<file path="config.mk">
export PLATFORM = sky130hd
export DESIGN_NAME = commit_retire_buffer
export DESIGN_NICKNAME = d
export VERILOG_FILES = /design/src/rtl/ooo_pkg.sv /design/src/rtl/commit_retire_buffer.sv
export SDC_FILE = /design/constraint.sdc
export NUM_CORES = 1
export LEC_CHECK = 0
export BUFFER_PORTS_ARGS = -buffer_cell sky130_fd_sc_hd__buf_2
export CORE_ASPECT_RATIO = 0.9
export CORE_MARGIN = 2
export CORE_UTILIZATION = 41
export DETAILED_ROUTE_END_ITERATION = 6
export GPL_TIMING_DRIVEN = 0
export HOLD_SLACK_MARGIN = 0.06
export SETUP_SLACK_MARGIN = 0.3
export SYNTH_ARGS = -nofsm -noshare
export SYNTH_HDL_FRONTEND = slang
export SYNTH_SLANG_ARGS = --single-unit
</file>
<file path="constraint.sdc">
create_clock -name clk_i -period 3.1 [get_ports clk_i]
set_clock_uncertainty 0.05 [all_clocks]
set_input_delay 0.465 -clock clk_i [delete_from_list [all_inputs] [get_ports clk_i]]
set_output_delay 0.465 -clock clk_i [all_outputs]
set_load 0.01 [all_outputs]
</file>
<file path="src/rtl/ooo_pkg.sv">
// Shared out-of-order types: reorder-buffer entries and the commit packet
// handed to write-back.
package ooo_pkg;

  localparam int ROB_DEPTH = 8;
  localparam int ROB_TAG_W = $clog2(ROB_DEPTH);

  typedef logic [ROB_TAG_W-1:0] rob_tag_t;

  typedef struct packed {
    logic        valid;
    logic        done;
    logic [4:0]  rd_addr;
    logic [31:0] data;
  } rob_entry_t;

  typedef struct packed {
    logic        valid;
    logic [4:0]  rd_addr;
    logic [31:0] result;
    rob_tag_t    tag;
  } commit_pkt_t;

endpackage

</file>
<file path="src/rtl/commit_retire_buffer.sv">
// In-order retirement buffer: allocate in program order, complete by tag,
// retire one completed head entry per cycle as a registered commit packet.
module commit_retire_buffer
  import ooo_pkg::*;
#(
  parameter  int DEPTH = 8,
  localparam int TAG_W = $clog2(DEPTH)
) (
  input  logic             clk_i,
  input  logic             rst_i,
  input  logic             flush_i,
  input  logic             alloc_valid_i,
  input  logic [4:0]       alloc_rd_addr_i,
  output logic             alloc_ready_o,
  output logic [TAG_W-1:0] alloc_tag_o,
  input  logic             cpl_valid_i,
  input  logic [TAG_W-1:0] cpl_tag_i,
  input  logic [31:0]      cpl_result_i,
  output logic             commit_valid_o,
  output logic [4:0]       commit_rd_addr_o,
  output logic [31:0]      commit_result_o,
  output logic [TAG_W-1:0] commit_tag_o,
  output logic [TAG_W:0]   count_o,
  output logic             empty_o
);

  rob_entry_t       ent_q [DEPTH];
  logic [TAG_W:0]   head_q;
  logic [TAG_W:0]   tail_q;
  commit_pkt_t      commit_q;

  logic [TAG_W-1:0] head_idx;
  logic [TAG_W-1:0] tail_idx;
  logic             full;
  logic             head_ready;
  logic             do_alloc;
  logic             do_cpl;

  assign head_idx   = head_q[TAG_W-1:0];
  assign tail_idx   = tail_q[TAG_W-1:0];
  // Top pointer bit is the wrap flag: same index, different lap means full.
  assign full       = (head_idx == tail_idx) &&
                      (head_q[TAG_W] != tail_q[TAG_W]);
  assign head_ready = ent_q[head_idx].valid && ent_q[head_idx].done;
  assign do_alloc   = alloc_valid_i && !full;
  assign do_cpl     = cpl_valid_i && ent_q[cpl_tag_i].valid;

  assign alloc_ready_o    = !full;
  assign alloc_tag_o      = tail_idx;
  assign count_o          = tail_q - head_q;
  assign empty_o          = (tail_q == head_q);
  assign commit_valid_o   = commit_q.valid;
  assign commit_rd_addr_o = commit_q.rd_addr;
  assign commit_result_o  = commit_q.result;
  assign commit_tag_o     = TAG_W'(commit_q.tag);

  always_ff @(posedge clk_i) begin
    if (rst_i) begin
      head_q   <= '0;
      tail_q   <= '0;
      commit_q <= '0;
      for (int i = 0; i < DEPTH; i++) begin
        ent_q[i].valid <= 1'b0;
        ent_q[i].done  <= 1'b0;
      end
    end else if (flush_i) begin
      head_q         <= '0;
      tail_q         <= '0;
      commit_q.valid <= 1'b0;
      for (int i = 0; i < DEPTH; i++) begin
        ent_q[i].valid <= 1'b0;
        ent_q[i].done  <= 1'b0;
      end
    end else begin
      if (head_ready) begin
        commit_q.valid   <= 1'b1;
        commit_q.rd_addr <= ent_q[head_idx].rd_addr;
        commit_q.result  <= ent_q[head_idx].data;
        commit_q.tag     <= rob_tag_t'(head_idx);
        head_q           <= head_q + 1'b1;
      end else begin
        commit_q.valid <= 1'b0;
      end
      if (do_cpl) begin
        ent_q[cpl_tag_i].done <= 1'b1;
        ent_q[cpl_tag_i].data <= cpl_result_i;
      end
      // Retire clear wins over a same-cycle completion of the head.
      if (head_ready) begin
        ent_q[head_idx].valid <= 1'b0;
        ent_q[head_idx].done  <= 1'b0;
      end
      if (do_alloc) begin
        ent_q[tail_idx].valid   <= 1'b1;
        ent_q[tail_idx].done    <= 1'b0;
        ent_q[tail_idx].rd_addr <= alloc_rd_addr_i;
        tail_q                  <= tail_q + 1'b1;
      end
    end
  end

  a_no_alloc_full: assert property (
    @(posedge clk_i) disable iff (rst_i || flush_i)
    !(alloc_valid_i && full)
  ) else $warning("rob: alloc request while full was dropped");

  a_cpl_live_tag: assert property (
    @(posedge clk_i) disable iff (rst_i || flush_i)
    !(cpl_valid_i && !ent_q[cpl_tag_i].valid)
  ) else $warning("rob: completion to unallocated tag dropped");

  a_commit_done: assert property (
    @(posedge clk_i) disable iff (rst_i)
    commit_valid_o |-> $past(head_ready)
  ) else $error("rob: commit without a completed head entry");

endmodule

</file>
### Yosys cells after proc, flatten, opt, wreduce, memory -nomap -nowiden

Memory sizes are Yosys's and may differ from the RTL's. A register that Yosys moved wholly into a read port is not among the register bits.
Cells that the tools add are included.

* memory bits (read-only): 0
* output and inout port bits: 50
* memory bits (writable): 312
* memories: 1
* bits in latches: 0
* register bits: 49
* bits of input ports: 45

Memories
* ent_q: words 8, width 39, rd ports 2, clocked after memory_dff 1, wr ports 8, RTL line commit_retire_buffer.sv:27 `rob_entry_t ent_q [DEPTH];`

* equality and inequality tests: 3
* shift operators: 0
* reductions and logical operators: 10
* bitwise gates (word level): 17
* multiplexer cells: 44
* $mul: 0
* div/mod/pow operators: 0
* magnitude comparators: 0
* add/subtract/negate cells: 3

Operators by type and width (count)
* 2-to-1 mux 39 bit: 3
* OR reduction 39 bit: 3
* 2-to-1 mux 1 bit: 33
* 2-to-1 mux 3 bit: 6
* OR 1 bit: 16
* adder 4 x 1 -> 4 bit, second input constant: 2
* 2-to-1 mux 4 bit: 2
* equality test 4 bit: 1
* logical AND 1 bit: 4
* subtractor 4 bit: 1
* equality test 3 bit: 1
* AND reduction 2 bit: 1
* OR reduction 2 bit: 1
* logical NOT 1 bit: 1
* inequality test 1 bit: 1
* NOT 1 bit: 1

### Logic depth before layout (Yosys ltp)

Gate-level depths: netlist of the first run.

* depth after elaboration: 10
* mapped depth: 8
* depth with buffers taken out: 6

### Worst setup path before layout of the first run

Ideal clock, no wire load.

* kind: reg2reg
* start: register tail_q[0]
* end: memory ent_q[6][32] (netlist bit) (enable)
* setup slack: 0.489 ns
* arrival: 2.169 ns
* stages on the path, launching flop included: 7
* library setup time: 0.391 ns
* path buffers: 1
* clock period less this slack: 2.611 ns
* cells stage by stage: dfxtp_1 > buf_2 > inv_1 > ha_1 > nand3_1 > o21ai_1 > nor4_1

RTL lines
* start: declaration: RTL line commit_retire_buffer.sv:29 `logic [TAG_W:0] tail_q;`
* start signal: assignment: RTL line commit_retire_buffer.sv:97 `tail_q <= tail_q + 1'b1;`
* end: declaration: RTL line commit_retire_buffer.sv:27

### Worst setup path after layout of the first run

* start: register tail_q[0]
* end: output alloc_ready_o

* longest elaborated chain between the ends: 3

Ends and longest elaborated chain
* equality test 3 bit: RTL line commit_retire_buffer.sv:42 `assign full = (head_idx == tail_idx) &&`
* logical AND 1 bit: RTL line commit_retire_buffer.sv:42
* logical NOT 1 bit: RTL line commit_retire_buffer.sv:48 `assign alloc_ready_o = !full;`
* end: declaration: RTL line commit_retire_buffer.sv:14 `output logic alloc_ready_o,`

Every way passes these cells.

==> summary.md, run 1 <==
| Metric | Value |
|---|---|
| Post-synth EDFFs | `roughly 300` |
| CP startpoint kind | `register` |
| Vias | `~8000` |
| Worst skew pair latency | `520 ps` |
| Die area | `around 38000 um2` |
| CTS H-tree lvls | `2` |
| Crit end category | `output port` |
| Port Buffer Count | `between 90 and 100` |
| CP max-delay cell | `dfxtp_1` |
| Clock Sinks | `~360` |
| Status | `finished clean` |
| Clk buf depth | `3` |
| VDD IR max | `roughly 0.00037 V` |
| Core Rows | `66` |
| FFs w/ async S/R, synth | `0` |
| DRT Pass-1 Iters | `4` |
| First DRT Iteration DRCs | `630` |
| Largest net degree at the start of global routing | `26` |
| Final nets | `approximately 1100` |
| PD cells | `~550 nW/um2` |
| Fin crit share | `0.857` |
| Maxcap violations | `0` |
| Distinct cells, synth | `51` |
| Final GP Congestion | `0.787` |
| Die W | `206 um` |
| Min-delay src | `cpl_result_i[26]` |
| GRT Residual Overflow | `0` |
| Endpoints failing hold | `0` |
| Vias in the first global route | `approximately 8400` |
| Synth Flop Type | `edfxtp_1` |
| Worst-path cell chain | `buf_6, clkinvlp_4, ha_1, and3_1, buf_6, nand2_1, buf_2` |
| Remaining DRCs | `0` |
| Crit path largest cell delay | `approximately 370 ps` |
| Filler cell count | `roughly 3100` |
| Gate Count Post-Synth | `850` |
| Avg Cell Area, Syn | `roughly 18 um2` |
| Wirelength per Cell | `22.3 um` |
| Worst EP required | `2580 ps` |
| Most used cell, CP | `buf_6` |
| FF/Latch Area | `between 10000 and 15000 um2` |
| Final Max Slew Viols | `0` |
| DPL Wire Length | `between 20 and 25 mm` |
| Final wirelength | `33.5 mm` |
| Post-Layout Inst Area | `between 15000 and 20000 um2` |
| Leakage | `about 0.006 uW` |
| Fin crit period | `2660 ps` |
| I/O pin cnt | `95` |
| CTS Buf Count | `38` |
| Reg clk slew, reported paths | `around 60 ps` |
| Maximum clock rate | `around 380 MHz` |
| Share of cells above drive strength 1 | `0.314` |
| Min-Delay Path Class | `in2reg` |
| Worst-path fanout max | `9` |
| Placed cell areas | `16300 um2` |
| Gr usage total | `0.181` |
| Final setup vio count | `0` |
| RSZ-0062 raised after global routing | `false` |
| Post-Syn Nets | `901` |
| Area of the multi-input gates | `approximately 4500 um2` |
| Setup CP Type | `reg2out` |
| Core ar. | `~36000 um2` |
| Setup slack after layout | `between 400 and 500 ps` |
| Seq/Total Area, Yosys | `0.681` |
| CTS tree | `built` |
| Place WS | `-25.5 ps` |
| Initial Util | `0.416` |
| Post-route ant nets | `0` |
| Post-CTS Hold Buffers | `0` |
| Max-slew headroom | `0.293` |
| #FFs+latches synth | `between 300 and 400` |
| N_diodes | `0` |
| CTS Root Cell | `clkbuf_16` |
| First-pass GRT wire length | `51.3 mm` |
| Vias per inst | `approximately 5.3` |
| Area grow syn2layout | `16.4%` |
| Area of the mapped netlist | `between 15000 and 20000 um2` |
| Crit path launch | `tail_q[0]` |
| Initial antenna violation count | `2` |
| Tightest Pin Transition | `1060 ps` |
| Die H | `roughly 190 um` |
| Yosys Warn Count | `0` |
| CP arrival | `2140 ps` |
area by class of cell:
class                           instances  share of cell area
Multi-Input combinational cell        429               0.258
Clock inverter                         12             0.00364
Tap cell                              476              0.0340
Sequential cell                       364               0.585
Clock buffer                           57              0.0601
Buffer                                 49              0.0173
Inverter                                8             0.00193
Timing Repair Buffer                  110              0.0408
per-layer routing:
metal / track usage / share of wire / vias up
met1: 0.251 / 0.45 / 4115
li1: - / - / 3607
met4: 0.0411 / 0.015 / 4
met2: 0.295 / 0.48 / 200
met5: 0 / 0.00078 / -
met3: 0.0357 / 0.057 / 46
timing repair:
item,in CTS,in global routing
endpoints found under the setup margin,88,71
setup buffers,1,6
resized for setup,6,5
pin swaps,2,4
logic make-up (layout without fill, tap and decap cells):
kind of cell	Yosys count	in the layout	synth area share
flip-flops	364	364	0.681
XOR/XNOR	6	6	0.00474
AND/OR/NAND/NOR	206	206	0.0755
adder cells (fa/ha/maj)	6	6	0.00548
multiplexers	161	161	0.183
buffers and inverters	57	236	0.0210
AO/OA/AOI/OAI	50	50	0.0296
final timing paths:
check,slack (ps),end,cells past startpoint
worst min-delay path,160,ent_q[2][26],1
worst max-delay path,440,alloc_ready_o,7
worst max register to register,480,commit_result_o[16],7
worst min register to register,430,commit_tag_o[2],2
worst max-delay path, delay by kind of cell (launching register included):
family        cells  cell delay, ps
fa+ha+maj         1             330
buf+inv           4             670
flops             1             370
simple gates      2             250
registers in the layout (all words and copies together), names as in the netlist, named ones only:
name,count
commit_tag_o,3
tail_q,4
ent_q,312
commit_rd_addr_o,5
commit_valid_o,1
commit_result_o,32
head_q,4
cell usage after synthesis (3+ instances only):
master | n | area [um2]
mux2i_1 | 45 | 450
inv_1 | 8 | 30.0
nor3_1 | 5 | 25.0
ha_1 | 5 | 62.6
buf_1 | 3 | 11.3
and3_1 | 17 | 106
nand2b_1 | 7 | 43.8
nor4_1 | 4 | 25.0
nand2_1 | 25 | 93.8
a21oi_1 | 25 | 125
mux2_4 | 30 | 450
clkbuf_1 | 25 | 93.8
buf_6 | 3 | 33.8
a211oi_1 | 7 | 52.6
and2_1 | 44 | 275
edfxtp_1 | 296 | 8890
dfxtp_1 | 68 | 1360
a2111oi_4 | 6 | 165
mux2_2 | 7 | 78.8
xnor2_1 | 4 | 35.0
mux4_2 | 78 | 1760
buf_2 | 10 | 50.1
or3_1 | 3 | 18.8
nor2_1 | 45 | 169
nor2b_1 | 42 | 263
buf_4 | 5 | 37.5
buf_12 | 3 | 60.1
metrics by stage:
stage / TNS [ps] / hold slack [ps] / utilization / total power [uW] / cells
after floorplan: 0 / 400 / - / 5450 / 850
after global placement: -130590 / 416 / 0.446 / 5550 / 1420
after detailed placement: -127 / 422 / 0.451 / 5550 / 1429
after CTS: 0 / 138 / 0.483 / 9710 / 1499
after global routing: 0 / 153 / 0.485 / 9910 / 1505
final: 0 / 162 / 0.485 / 9610 / 1505
power by group:
group          total (uW)  leakage [uW]  switching (uW)  internal [uW]
clock network        4150      0.000547            1800           2360
logic                 183       0.00219             131           52.0
registers            5270       0.00323            3.00           5270
total                9610       0.00597            1930           7680
layout by cell type (no fill, tap or decap), drive strengths merged, types with 5 or more instances in the layout:
cell type  count
a2111oi        6
a211oi         7
a21oi         25
and2          46
and3          17
buf          134
clkbuf        82
clkinv        10
dfxtp         68
edfxtp       296
ha             5
inv            8
mux2          37
mux2i         46
mux4          78
nand2         25
nand2b         7
nor2          45
nor2b         42
nor3           5
No activity file was read; power rests on OpenSTA's default activity.
==> run 2: changes to the inputs <==
- ABC_AREA: not set -> 1
==> run 2 against run 1 <==
Core utilization increased by 0.53 points. Cell area rose by 1.6%. Count of clock-buffer cells in the layout decreased by 5. Synthesized cell count increased by 70%. Setup slack gained 68 ps. Die area up 1.1%. Hold slack worse by 4.8 ps. Global-route usage increased by 3.7 points. Sequential share of layout area is 0.90 points lower. Clock power grew 20%.
==> summary.md, run 2 <==
| Metric | Value |
|---|---|
| DPL Wire Length | `~28 mm` |
| Worst skew pair latency | `between 500 and 600 ps` |
| CTS Root Cell | `clkbuf_16` |
| Share of cells above drive strength 1 | `0.156` |
| Gr usage total | `0.217` |
| Area grow syn2layout | `17.0%` |
| I/O pin cnt | `95` |
| Core Rows | `66` |
| Fin cells | `2090` |
| R2R Path End | `ent_q[7][36]` |
| Reg clk slew, reported paths | `60 ps` |
| Die area | `roughly 39000 um2` |
| Fin crit share | `0.835` |
| Distinct cells, synth | `31` |
| Yosys Warn Count | `0` |
| Placed cell areas | `about 16000 um2` |
| Largest net degree at the start of global routing | `32` |
| Met3 routed WL | `between 3 and 4 mm` |
| Avg Cell Area, Syn | `roughly 11 um2` |
| Vias | `roughly 11000` |
| Top layer in use | `met4` |
| FFs w/ async S/R, synth | `0` |
| Worst-path fanout max | `7` |
| Post-synth EDFFs | `between 200 and 300` |
| Final Power | `about 10000 uW` |
| Placed Cells | `slightly above 2000` |
| Wl on met1 | `18.0 mm` |
| Clk buf depth | `3` |
| Crit path launch | `head_q[1]` |
| Most common cell after layout, fill and taps aside | `nand2_1` |
| Final setup vio count | `0` |
| CTS H-tree lvls | `2` |
| Final Max Slew Viols | `0` |
| Setup CP Type | `reg2out` |
| Post-Syn Nets | `1493` |
| Routed wl met2 | `a little under 20 mm` |
| Setup repair bufs after CTS | `0` |
| Synth Area in Adders | `0.00542` |
| Max-slew headroom | `0.460` |
| Reg2Reg Depth | `7` |
| RR Startpoint | `head_q[1]` |
| Initial antenna violation count | `1` |
| Post-Synth Simple-Gate Area | `0.254` |
| Min-Delay Path Class | `in2reg` |
| First DRT Iteration DRCs | `1069` |
| Register-to-Register Setup Slack | `between 600 and 700 ps` |
| Most frequent cells after synthesis | `425 x nand2_1, 296 x edfxtp_1, 269 x nand3_1` |
| First-pass GRT wire length | `63.3 mm` |
| Fin crit period | `between 2000 and 3000 ps` |
| Reg with most FFs | `ent_q` |
| Maximum clock rate | `around 390 MHz` |
| Die W | `between 200 and 250 um` |
| Die H | `around 190 um` |
| #FFs+latches synth | `364` |
| Most frequent cells in the layout | `425 x nand2_1, 296 x edfxtp_1, 269 x nand3_1` |
| GRT Residual Overflow | `0` |
| Area contributors post-synth | `edfxtp_1 58%, nand2_1 10%, dfxtp_1 8.9%, nand3_1 8.8%, nor2_1 2.6%` |
| Initial Util | `0.419` |
| Post-CTS Hold Buffers | `0` |
| Post-route ant nets | `0` |
| CP startpoint kind | `register` |
| PD cells | `a little under 600 nW/um2` |
| Seq/Total Area, Yosys | `0.673` |
| CTS Buf Count | `39` |
| Vias per inst | `between 5 and 6` |
| Most frequent cell after synthesis | `nand2_1` |
| XOR/XNOR Fraction of Synth Area | `0.00279` |
| Final GP Congestion | `between 0.8 and 0.9` |
| Hold Slack | `approximately 160 ps` |
| Maxcap violations | `0` |
| Vias in the first global route | `around 10000` |
| Worst EP required | `approximately 2600 ps` |
| Post-Layout Inst Area | `between 15000 and 20000 um2` |
| VDD IR max | `about 0.00037 V` |
| Leakage | `roughly 0.0071 uW` |
| Remaining DRCs | `0` |
| DRT Pass-1 Iters | `6` |
| Crit end category | `output port` |
| Setup_tns | `0 ps` |
| Area leader, netlist | `edfxtp_1` |
| CTS tree | `built` |
| Area of the mapped netlist | `about 15000 um2` |
| Mux cell area share after synthesis | `0` |
| Tightest Pin Transition | `~810 ps` |
| Status | `finished clean` |
| Endpoints failing hold | `0` |
| RSZ-0062 raised after global routing | `false` |
| CP arrival | `approximately 2100 ps` |
| Area share of the largest cell type after synthesis | `0.584` |
| Core ar. | `about 36000 um2` |
| Worst Setup EP | `alloc_ready_o` |
| Number of flip-flops in the largest register | `between 300 and 400` |
| Final nets | `about 1600` |
| Wirelength per Cell | `between 20 and 25 um` |
| Gate Count Post-Synth | `approximately 1400` |
| Port Buffer Count | `a little over 90` |
| Final wirelength | `between 40 and 50 mm` |
| Largest family of logic cells by synthesized area | `simple AND/OR/NAND/NOR gates` |
| Clock Sinks | `between 300 and 400` |
| Synth Flop Type | `edfxtp_1` |
| Synth Area in Compound Gates | `0.0190` |
## run 2: cell types whose count changed after synthesis, sizes merged, moves of 42 or more
cell,change
nor2,+64
mux2i,-46
nor2b,-42
and2,-46
nand2,+408
buf,+50
nand3,+271
inv,+48
mux4,-78
## run 2: layout make-up
class | instances | area (um2)
timing repair buffer | 99 | 616
antenna | 2 | 5.00
sequential | 364 | 10300
fill | 3315 | 18500
clock buffer | 52 | 1110
multi-input combinational | 933 | 4270
clock inverter | 19 | 262
tap | 476 | 596
buffer | 89 | 489
inverter | 56 | 213
## run 2: cells by family (layout without fill, tap and decap cells)
logic type | Yosys count | in the layout
fa+ha+maj | 6 | 6
compound gates | 55 | 55
buf+inv | 145 | 315
xor+xnor | 4 | 4
flops | 364 | 364
simple gates | 868 | 868
other cells | 0 | 2
## run 2: worst min path at each step
stage | slack [ps] | cells after the start | end | start
2_1_floorplan | 410 | 2 | ent_q[3][38] | ent_q[3][38]
3_5_place_dp | 420 | 2 | commit_result_o[27] | commit_result_o[27]
4_1_cts | 140 | 1 | ent_q[3][22] | cpl_result_i[22]
3_3_place_gp | 410 | 2 | commit_result_o[14] | commit_result_o[14]
6_report | 160 | 1 | ent_q[1][22] | cpl_result_i[22]
5_1_grt | 160 | 1 | ent_q[7][7] | cpl_result_i[7]
## run 2: timing repair
item / 4_1_cts / 5_1_grt
gates resized for setup: 0 / 1
endpoints found under the setup margin: 0 / 2
hold endpoints to repair: 0 / 0
## run 2: where the power goes
group	switching [uW]	internal (uW)	leakage, uW
Clock	1880	3080	0.000672
Combinational	151	48.7	0.00324
Sequential	5.28	5270	0.00317
## run 2: layer usage
metal  vias to the layer above  GRT usage
met1                      5228      0.311
met3                        69     0.0346
met2                       468      0.343
met5                         -          0
met4                         0     0.0635
li1                       5227          -
## run 2: worst max-delay path, cell delays in order (launching register included)
cell and delay [ps]:
dfxtp_1 470, inv_1 150, ha_1 300, nand2_1 70, nor2_1 310, nand2_4 90, buf_2 150
## run 2: per-stage QoR
stage                     worst slack (ps)   util
after floorplan                        788      -
after global placement                -409  0.448
after detailed placement               388  0.452
after CTS                              392  0.490
after global routing                   349  0.490
final                                  510  0.490
